==> config.mk <==
export PLATFORM = sky130hd
export DESIGN_NAME = multicycle_datapath
export DESIGN_NICKNAME = d
export VERILOG_FILES = /design/src/rtl/mips_pkg.sv /design/src/rtl/mips_regfile.sv /design/src/rtl/multicycle_datapath.sv
export SDC_FILE = /design/constraint.sdc
export NUM_CORES = 2
export LEC_CHECK = 0
export ABC_CLOCK_PERIOD_IN_PS = 5300
export BUFFER_PORTS_ARGS = -buffer_cell sky130_fd_sc_hd__buf_4
export CORE_ASPECT_RATIO = 0.75
export CORE_MARGIN = 2
export CORE_UTILIZATION = 55
export CTS_BUF_LIST = sky130_fd_sc_hd__clkbuf_16
export CTS_CLUSTER_DIAMETER = 40
export DETAILED_ROUTE_END_ITERATION = 8
export GPL_TIMING_DRIVEN = 0
export PLACE_DENSITY = 0.73
export SYNTH_ARGS = -nofsm -noshare
export SYNTH_HDL_FRONTEND = slang
export SYNTH_HIERARCHICAL = 1
export SYNTH_SLANG_ARGS = --single-unit
export TNS_END_PERCENT = 50
==> constraint.sdc <==
create_clock -name clk -period 5.3 [get_ports clk]
set_clock_uncertainty 0.2 [all_clocks]
set_input_delay 0.53 -clock clk [delete_from_list [all_inputs] [get_ports clk]]
set_output_delay 0.53 -clock clk [all_outputs]
set_load 0.02 [all_outputs]
==> src/rtl/mips_pkg.sv <==
// Shared encodings for the multicycle MIPS datapath and its controller.
// Holds ALUOp, funct, ALUSrcB, PCSource and opcode constants plus the
// datapath-local ALU function enum.
package mips_pkg;

  localparam int unsigned REG_AW = 5;
  localparam int unsigned NREGS  = 32;

  // ALUOp from the controller
  localparam logic [1:0] ALUOP_ADD   = 2'b00;
  localparam logic [1:0] ALUOP_SUB   = 2'b01;
  localparam logic [1:0] ALUOP_FUNCT = 2'b10;

  // R-type funct field
  localparam logic [5:0] FUNCT_ADD = 6'h20;
  localparam logic [5:0] FUNCT_SUB = 6'h22;
  localparam logic [5:0] FUNCT_AND = 6'h24;
  localparam logic [5:0] FUNCT_OR  = 6'h25;
  localparam logic [5:0] FUNCT_SLT = 6'h2A;

  // ALUSrcB select
  localparam logic [1:0] SRCB_REG     = 2'b00;
  localparam logic [1:0] SRCB_FOUR    = 2'b01;
  localparam logic [1:0] SRCB_IMM     = 2'b10;
  localparam logic [1:0] SRCB_IMM_SH2 = 2'b11;

  // PCSource select
  localparam logic [1:0] PCSRC_ALU    = 2'b00;
  localparam logic [1:0] PCSRC_ALUOUT = 2'b01;
  localparam logic [1:0] PCSRC_JUMP   = 2'b10;
  localparam logic [1:0] PCSRC_HOLD   = 2'b11;

  // Opcodes shared with the controller
  localparam logic [5:0] OP_RTYPE = 6'h00;
  localparam logic [5:0] OP_J     = 6'h02;
  localparam logic [5:0] OP_BEQ   = 6'h04;
  localparam logic [5:0] OP_LW    = 6'h23;
  localparam logic [5:0] OP_SW    = 6'h2B;

  // Decoded ALU operation
  typedef enum logic [2:0] {
    ALU_ADD,
    ALU_SUB,
    ALU_AND,
    ALU_OR,
    ALU_SLT
  } alu_fn_t;

endpackage

==> src/rtl/mips_regfile.sv <==
// 32-entry register file: two combinational read ports, one synchronous
// write port, synchronous active-low clear, r0 hardwired to zero.
// Ports: clk, rst_n, ra1/ra2 read addresses -> rd1/rd2, we/wa/wd write port.
module mips_regfile
  import mips_pkg::*;
#(
  parameter int unsigned W = 32
) (
  input  logic              clk,
  input  logic              rst_n,
  input  logic [REG_AW-1:0] ra1,
  input  logic [REG_AW-1:0] ra2,
  input  logic              we,
  input  logic [REG_AW-1:0] wa,
  input  logic [W-1:0]      wd,
  output logic [W-1:0]      rd1,
  output logic [W-1:0]      rd2
);

  logic [W-1:0] regs [NREGS];

  // Storage; writes to r0 are dropped so the entry stays zero
  always_ff @(posedge clk) begin
    if (!rst_n) begin
      for (int i = 0; i < int'(NREGS); i++) regs[i] <= '0;
    end else if (we && (wa != '0)) begin
      regs[wa] <= wd;
    end
  end

  assign rd1 = (ra1 == '0) ? '0 : regs[ra1];
  assign rd2 = (ra2 == '0) ? '0 : regs[ra2];

endmodule

==> src/rtl/multicycle_datapath.sv <==
// Datapath half of the multicycle MIPS core: PC, IR, MDR, A, B, ALUOut,
// register file, ALU with local ALU-control decode, shared memory port.
// Ports: clk, rst_n; control strobes from the controller; opcode/zero back
// to it; mem_addr/mem_wdata/mem_rdata/mem_read/mem_write to memory
// (combinational read data).
module multicycle_datapath
  import mips_pkg::*;
#(
  parameter int unsigned       DATA_W   = 32,
  parameter logic [DATA_W-1:0] RESET_PC = DATA_W'(32'h0000_0000)
) (
  input  logic              clk,
  input  logic              rst_n,
  input  logic              PCWrite,
  input  logic              PCWriteCond,
  input  logic              IorD,
  input  logic              MemRead,
  input  logic              MemWrite,
  input  logic              IRWrite,
  input  logic              MemToReg,
  input  logic              RegWrite,
  input  logic              RegDst,
  input  logic              ALUSrcA,
  input  logic [1:0]        PCSource,
  input  logic [1:0]        ALUOp,
  input  logic [1:0]        ALUSrcB,
  output logic [5:0]        opcode,
  output logic              zero,
  output logic [DATA_W-1:0] mem_addr,
  output logic [DATA_W-1:0] mem_wdata,
  input  logic [DATA_W-1:0] mem_rdata,
  output logic              mem_read,
  output logic              mem_write
);

  logic [DATA_W-1:0] pc, ir, mdr, a_reg, b_reg, alu_out;
  logic [DATA_W-1:0] rd1, rd2, imm_sx, src_a, src_b, alu_res, pc_next, rf_wd;
  logic [REG_AW-1:0] rf_wa;
  alu_fn_t           alu_fn;
  logic              pc_en;

  mips_regfile #(.W(DATA_W)) u_regfile (
    .clk   (clk),
    .rst_n (rst_n),
    .ra1   (ir[25:21]),
    .ra2   (ir[20:16]),
    .we    (RegWrite),
    .wa    (rf_wa),
    .wd    (rf_wd),
    .rd1   (rd1),
    .rd2   (rd2)
  );

  assign rf_wa  = RegDst ? ir[15:11] : ir[20:16];
  assign rf_wd  = MemToReg ? mdr : alu_out;
  assign imm_sx = {{(DATA_W-16){ir[15]}}, ir[15:0]};
  assign src_a  = ALUSrcA ? a_reg : pc;

  // ALU B operand select
  always_comb begin
    src_b = b_reg;
    case (ALUSrcB)
      SRCB_REG:     src_b = b_reg;
      SRCB_FOUR:    src_b = DATA_W'(4);
      SRCB_IMM:     src_b = imm_sx;
      SRCB_IMM_SH2: src_b = imm_sx << 2;
      default:      src_b = b_reg;
    endcase
  end

  // ALU control; unlisted funct codes and ALUOp 11 fall back to add
  always_comb begin
    alu_fn = ALU_ADD;
    case (ALUOp)
      ALUOP_SUB: alu_fn = ALU_SUB;
      ALUOP_FUNCT: begin
        case (ir[5:0])
          FUNCT_SUB: alu_fn = ALU_SUB;
          FUNCT_AND: alu_fn = ALU_AND;
          FUNCT_OR:  alu_fn = ALU_OR;
          FUNCT_SLT: alu_fn = ALU_SLT;
          default:   alu_fn = ALU_ADD;
        endcase
      end
      default: alu_fn = ALU_ADD;
    endcase
  end

  // ALU; arithmetic wraps, no overflow detection
  always_comb begin
    alu_res = src_a + src_b;
    case (alu_fn)
      ALU_SUB: alu_res = src_a - src_b;
      ALU_AND: alu_res = src_a & src_b;
      ALU_OR:  alu_res = src_a | src_b;
      ALU_SLT: alu_res = {{(DATA_W-1){1'b0}}, ($signed(src_a) < $signed(src_b))};
      default: alu_res = src_a + src_b;
    endcase
  end

  assign zero = (alu_res == '0);

  // Next PC select; jump keeps the PC's top nibble
  always_comb begin
    pc_next = pc;
    case (PCSource)
      PCSRC_ALU:    pc_next = alu_res;
      PCSRC_ALUOUT: pc_next = alu_out;
      PCSRC_JUMP:   pc_next = {pc[DATA_W-1:DATA_W-4], ir[25:0], 2'b00};
      PCSRC_HOLD:   pc_next = pc;
      default:      pc_next = pc;
    endcase
  end

  assign pc_en = PCWrite | (PCWriteCond & zero);

  // Architectural registers; A/B/MDR/ALUOut load every cycle
  always_ff @(posedge clk) begin
    if (!rst_n) begin
      pc      <= RESET_PC;
      ir      <= '0;
      mdr     <= '0;
      a_reg   <= '0;
      b_reg   <= '0;
      alu_out <= '0;
    end else begin
      alu_out <= alu_res;
      mdr     <= mem_rdata;
      a_reg   <= rd1;
      b_reg   <= rd2;
      if (IRWrite) ir <= mem_rdata;
      if (pc_en)   pc <= pc_next;
    end
  end

  assign opcode    = ir[31:26];
  assign mem_addr  = IorD ? alu_out : pc;
  assign mem_wdata = b_reg;
  assign mem_read  = MemRead & rst_n;
  assign mem_write = MemWrite & rst_n;

endmodule

Word-level counts from Yosys, hierarchy flattened
Memories as Yosys holds them, arrays and structs flattened. A register that Yosys moved wholly into a read port is not among the register bits.
Cells that the tools add are included.
Word-level totals
  register bits: 128
  bits in latches: 0
  bits in writable memories: 1024
  memory bits (read-only): 0
  input port bits: 50
  output and inout bits: 73
  word-level logic and storage cells: 62
  memories: 1
Operators by class
  add/sub/neg operators: 2
  $mul: 0
  divide/modulo/power cells: 0
  $lt $le $gt $ge: 1
  equality and inequality tests: 16
  shift operators: 0
  mux-type cells: 16
  bitwise operators: 9
  reductions and logical operators: 12
Memories
  u_regfile.regs: words 32, width 32, rd ports 2, clocked after memory_dff 2, wr ports 32, RTL line mips_regfile.sv:20  | logic [W-1:0] regs [NREGS];
Operators by type and width (count)
  $pmux W32 S4: 2
  $mux W32: 4
  $pmux W32 S3: 1
  $add A32 B32 Y32: 1
  $and A32 B32 Y32: 1
  $logic_not A32 Y1: 1
  $lt A32 B32 Y1: 1
  $or A32 B32 Y32: 1
  $reduce_or A32 Y1: 1
  $sub A32 B32 Y32: 1
  $eq A6 B6 Y1 const B: 4
  $pmux W3 S4: 1
  $eq A2 B2 Y1 const B: 5
  $logic_not A5 Y1: 2
  $mux W5: 2
  $eq A2 B1 Y1 const B: 3
  $eq A3 B2 Y1 const B: 2
  $pmux W3 S2: 1
  $mux W1: 5
  $reduce_bool A5 Y1: 1
  $logic_not A2 Y1: 2
  $reduce_or A2 Y1: 2
  $and A1 B1 Y1: 3
  $eq A3 B1 Y1 const B: 1
  6 further kinds: 8

Longest topological paths before layout
  depth in word-level cells: 9
  mapped depth: 21
  depth with buffers taken out: 16

Modules after synthesis
Netlist, hierarchy kept.
By module, submodules not included
  mips_regfile: times used 1, cells an instance 3509, area each 54204.5 um2, seq. area each 30749.5 um2
  multicycle_datapath: times used 1, cells an instance 1704, area each 13985.9 um2, seq. area each 3843.7 um2

Least setup slack after synthesis
Ideal clock, no wire load.
  path kind: input port to output port
  start: input port ALUSrcA
  end: output port zero
  arrival time: 4.961 ns
  data required time: 4.570 ns
  setup slack: -0.391 ns
  stages on the path: 15
  path buffers: 3
  cells stage by stage: clkbuf_1 buf_1 mux2_2 ha_1 clkbuf_1 nor4_1 nand2_1 a21oi_1 o211ai_1 o211ai_1 a21oi_1 a2111oi_0 o21ai_0 or2_2 nor4_1
Between the ends
  word-level cells in the longest chain between the ends: 4
  elaborated cells on any way between the ends: 8
  classes of those cells: 2 x add/sub; 1 x order compare; 2 x mux; 2 x bitwise; 1 x reduce/logical
RTL lines
  start: declaration: RTL line multicycle_datapath.sv:23  | input logic ALUSrcA,
  $mux W32 (*): RTL line multicycle_datapath.sv:57  | assign src_a = ALUSrcA ? a_reg : pc;
  $add A32 B32 Y32 (tied with other cells): RTL line multicycle_datapath.sv:97  | default: alu_res = src_a + src_b;
  $pmux W32 S4 (*): RTL line multicycle_datapath.sv:92  | case (alu_fn)
  $logic_not A32 Y1 (*): RTL line multicycle_datapath.sv:101  | assign zero = (alu_res == '0);
  end: declaration: RTL line multicycle_datapath.sv:28  | output logic zero,
Every way passes the cells marked *; elsewhere a longest branch is shown, timed or not.

Worst setup path after layout
  start: register ir[10]
  end: output port zero
Between the ends
  word-level cells in the longest chain between the ends: 4
  elaborated cells on any way between the ends: 8
  classes of those cells: 2 x add/sub; 1 x order compare; 2 x mux; 2 x bitwise; 1 x reduce/logical
RTL lines
  start: declaration: RTL line multicycle_datapath.sv:36  | logic [DATA_W-1:0] pc, ir, mdr, a_reg, b_reg, alu_out;
  start signal: assignment: RTL line multicycle_datapath.sv:131  | if (IRWrite) ir <= mem_rdata;
  $pmux W32 S4 (*): RTL line multicycle_datapath.sv:62  | case (ALUSrcB)
  $add A32 B32 Y32 (tied with other cells): RTL line multicycle_datapath.sv:97
  $pmux W32 S4 (*): RTL line multicycle_datapath.sv:92
  $logic_not A32 Y1 (*): RTL line multicycle_datapath.sv:101
Marked as above.

==> results_dict.tcl <==
set metrics [dict create \
    grt_pass1_wl_mm 397 \
    period_needed_ns 5.79 \
    overflow 0 \
    path_clk_slew_ns 0.06 \
    port_buffers 118 \
    hold_viol_final 0 \
    grtUsageMet3_pct 23.6 \
    regMostFlops "u_regfile/regs" \
    timing.final.ws_setup_ns -0.488 \
    syn_avg_cell_area_sq_um 13.1 \
    yosys.area_share.simple_pct 14.3 \
    grt.met1_usage_pct 60.8 \
    fin_setup_tns_ns -0.488 \
    status "finished with violations" \
    synth_top_family_by_area "multiplexers" \
    seq_area_frac_synth_pct 50.7 \
    holdWs_ns 0.0846 \
    clock-sinks 1216 \
    place_area_sq_mm 0.0728 \
    startpoint_type "flip-flop" \
    rrSetupSlack_ns 0.07 \
    drt_pre_antenna_iters 9 \
    crit_type "reg2out" \
    grt_util_met2_pct 60.4 \
    ios 123 \
    finalInstanceArea_sq_mm 0.0796 \
    total_power_mw 27.1 \
    cts_max_path_buffers 3 \
    grt_max_degree 23 \
    root_buffer "clkbuf_16" \
    netlist_area_sq_mm 0.0682 \
    drc 11 \
    end_kind "output pin" \
    critPathRequiredTime_ns 4.57 \
    finalMaxSlewViolations 87 \
    slew_headroom_pct -6.00 \
    ys_warn_count 6 \
    core_area_sq_mm 0.123 \
    final_nets 5785 \
    cts_tree "built" \
    gp_congestion 1.07 \
    grt-busiest-layer "met1" \
    grt_pass1_vias 50800 \
    layout-drive-gt1-share_pct 25.1 \
    drt_iter0_drc 10700 \
    initial_core_util_pct 55.6 \
    critPathLaunch "ir[10]" \
    final_util_pct 64.9 \
    ys_ff_latch 1216 \
    period_share_pct 109 \
    setup_viol 1 \
    die_w_um 411 \
    synth_edf_count 1024 \
    post_drt_wl_per_cell_um 39.5 \
    syn2layout_area_growth_pct 16.8 \
    synth.distinct_cells 80 \
    routed_wl_mm 293 \
    ir_drop_mv 0.392 \
    rsz0062_at_grt "yes" \
    antenna_found_initial 16 \
    cp.arrival_ns 5.06 \
    cts_buffers 146 \
    comb_power_share_pct 20.7 \
    ant_nets 0 \
    drt-vias-per-instance 7.34 \
    synthMuxAreaShare_pct 21.2 \
    dieArea_sq_mm 0.127 \
    ys.flop_type "edfxtp_1" \
    rows 111 \
    crit_path_max_fanout 4 \
    p_clk_share_pct 38.1 \
    async_flop_share_pct 0 \
    hold_class "in2reg" \
    synthAdderAreaFrac_pct 1.91 \
    min-delay-start "rst_n" \
    pwr-share-seq_pct 41.3 \
    vias 54300 \
    powerDensity_mw_per_mm2 340 \
    r2r-start "mem_wdata[0]" \
    power_switching_mw 8.36 \
    p_int_mw 18.7 \
    fmax_mhz 173 \
    insertion_delay_ns 0.81 \
    p_leak_nw 28.7 \
    swShare_pct 30.9 \
    die_h_um 309 \
    syn_inst 5213 \
    largest_register_ffs 1024 \
    violations "DRC, capacitance limit, slew limit, setup timing" \
    dp_hpwl_mm 215 \
    cts_htree_levels 4 \
    tightest_slew_ns 1.59 \
    fillers 8972 \
    synth_compound_area_share_pct 7.84 \
    grt_util_all_layers_pct 45.7 \
    synth_xor_xnor_area_share_pct 0.0642 \
    max_cap_viol_count 10 \
]
==> area by class of cell <==
type | count | area [sq um] | share of cell area (%)
Timing Repair Buffer | 252 | 2820 | 3.54
Clock inverter | 113 | 1110 | 1.39
Tap cell | 1638 | 2050 | 2.57
Multi-Input combinational cell | 3413 | 32400 | 40.7
Clock buffer | 152 | 3800 | 4.78
Inverter | 107 | 402 | 0.504
Buffer | 496 | 2410 | 3.02
Antenna cell | 14 | 35.0 | 0.0440
Sequential cell | 1216 | 34600 | 43.5
==> metrics by stage <==
stage	setup WS [ns]	std cells
3_5_place_dp	-2.72	7045
3_3_place_gp	-3.19	7000
6_report	-0.488	7401
2_1_floorplan	0.0173	5244
4_1_cts	-0.445	7365
5_1_grt	-0.520	7388
==> power by group through the flow <==
| stage | clock (mW) | combinational [mW] | sequential [mW] |
|---|---|---|---|
| 2_1_floorplan | 0 | 2.72 | 11.2 |
| 3_3_place_gp | 0 | 4.57 | 11.4 |
| 4_1_cts | 10.3 | 5.10 | 11.1 |
| 6_report | 10.3 | 5.60 | 11.2 |
| 3_5_place_dp | 0 | 4.76 | 11.3 |
| 5_1_grt | 10.6 | 5.62 | 11.2 |
==> worst paths after layout <==
path | endpoint | cells past startpoint
worst min-delay path | pc[19] | 4
worst min register to register | pc[19] | 2
worst max-delay path | zero | 17
worst max register to register | pc[26] | 21
==> cells in the final DEF, fill, tap and decap left out, types with 28 or more instances in the layout <==
| master | count |
|---|---|
| nor2_1 | 159 |
| edfxtp_1 | 1024 |
| buf_4 | 223 |
| clkbuf_1 | 319 |
| nor3_1 | 95 |
| a22o_1 | 63 |
| nand2_1 | 129 |
| o21ai_4 | 33 |
| o22ai_1 | 85 |
| mux2i_1 | 223 |
| conb_1 | 32 |
| a21oi_1 | 84 |
| dlygate4sd3_1 | 33 |
| clkbuf_16 | 153 |
| and2_1 | 1109 |
| ha_1 | 83 |
| inv_1 | 118 |
| buf_2 | 57 |
| a21o_1 | 28 |
| o221ai_1 | 31 |
| buf_16 | 36 |
| nor2b_1 | 31 |
| mux2_2 | 141 |
| a211oi_1 | 61 |
| mux4_2 | 470 |
| o21ai_0 | 52 |
| dfxtp_1 | 179 |
==> worst max-delay path: stages (launching register included) <==
cell and delay [ns]:
dfxtp_4 0.38, mux2_4 0.28, a22o_4 0.28, ha_4 0.25, nor4_4 0.39, nand2_1 0.15
a21oi_4 0.21, o211ai_1 0.13, buf_4 0.17, o211ai_1 0.15, buf_4 0.18, a21oi_4 0.07
a2111oi_4 0.40, buf_4 0.23, o21ai_4 0.07, or2_4 0.24, nor4_4 0.43, buf_4 0.22
==> cell usage after synthesis, types with 44 or more instances <==
cell | count | share of area (%)
dfxtp_1 | 192 | 5.6
nand2_1 | 132 | 0.73
a211oi_1 | 68 | 0.75
buf_2 | 59 | 0.43
and2_1 | 1110 | 10
o21ai_0 | 98 | 0.72
mux2_2 | 142 | 2.3
nor2_1 | 167 | 0.92
nor3_1 | 102 | 0.75
o22ai_1 | 89 | 0.82
inv_1 | 105 | 0.58
edfxtp_1 | 1024 | 45
a21oi_1 | 112 | 0.82
clkbuf_1 | 357 | 2.0
ha_1 | 101 | 1.9
mux2i_1 | 225 | 3.3
a22o_1 | 71 | 0.91
mux4_2 | 470 | 16
buf_4 | 44 | 0.48
==> logic make-up (layout without fill, tap and decap cells) <==
| group | Yosys count | in the layout |
|---|---|---|
| compound gates | 745 | 745 |
| fa+ha+maj | 103 | 103 |
| mux | 837 | 837 |
| simple gates | 1691 | 1691 |
| xor+xnor | 5 | 5 |
| buf+inv | 615 | 1120 |
| other cells | 1 | 46 |
| flops | 1216 | 1216 |
==> routing by layer <==
metal | vias up | part of all wire, %
li1 | 20700 | -
met1 | 26800 | 35
met2 | 5801 | 39
met3 | 1097 | 20
met4 | 12 | 6.8
met5 | - | 0.082
==> what timing repair did <==
action	4_1_cts	5_1_grt
endpoints found under the setup margin	50	21
endpoints found under the hold margin	66	0
resized for setup	202	122
setup buffers	30	25
hold buffers	33	0
pin swaps	47	51
Power figures use the tool's default switching activity.
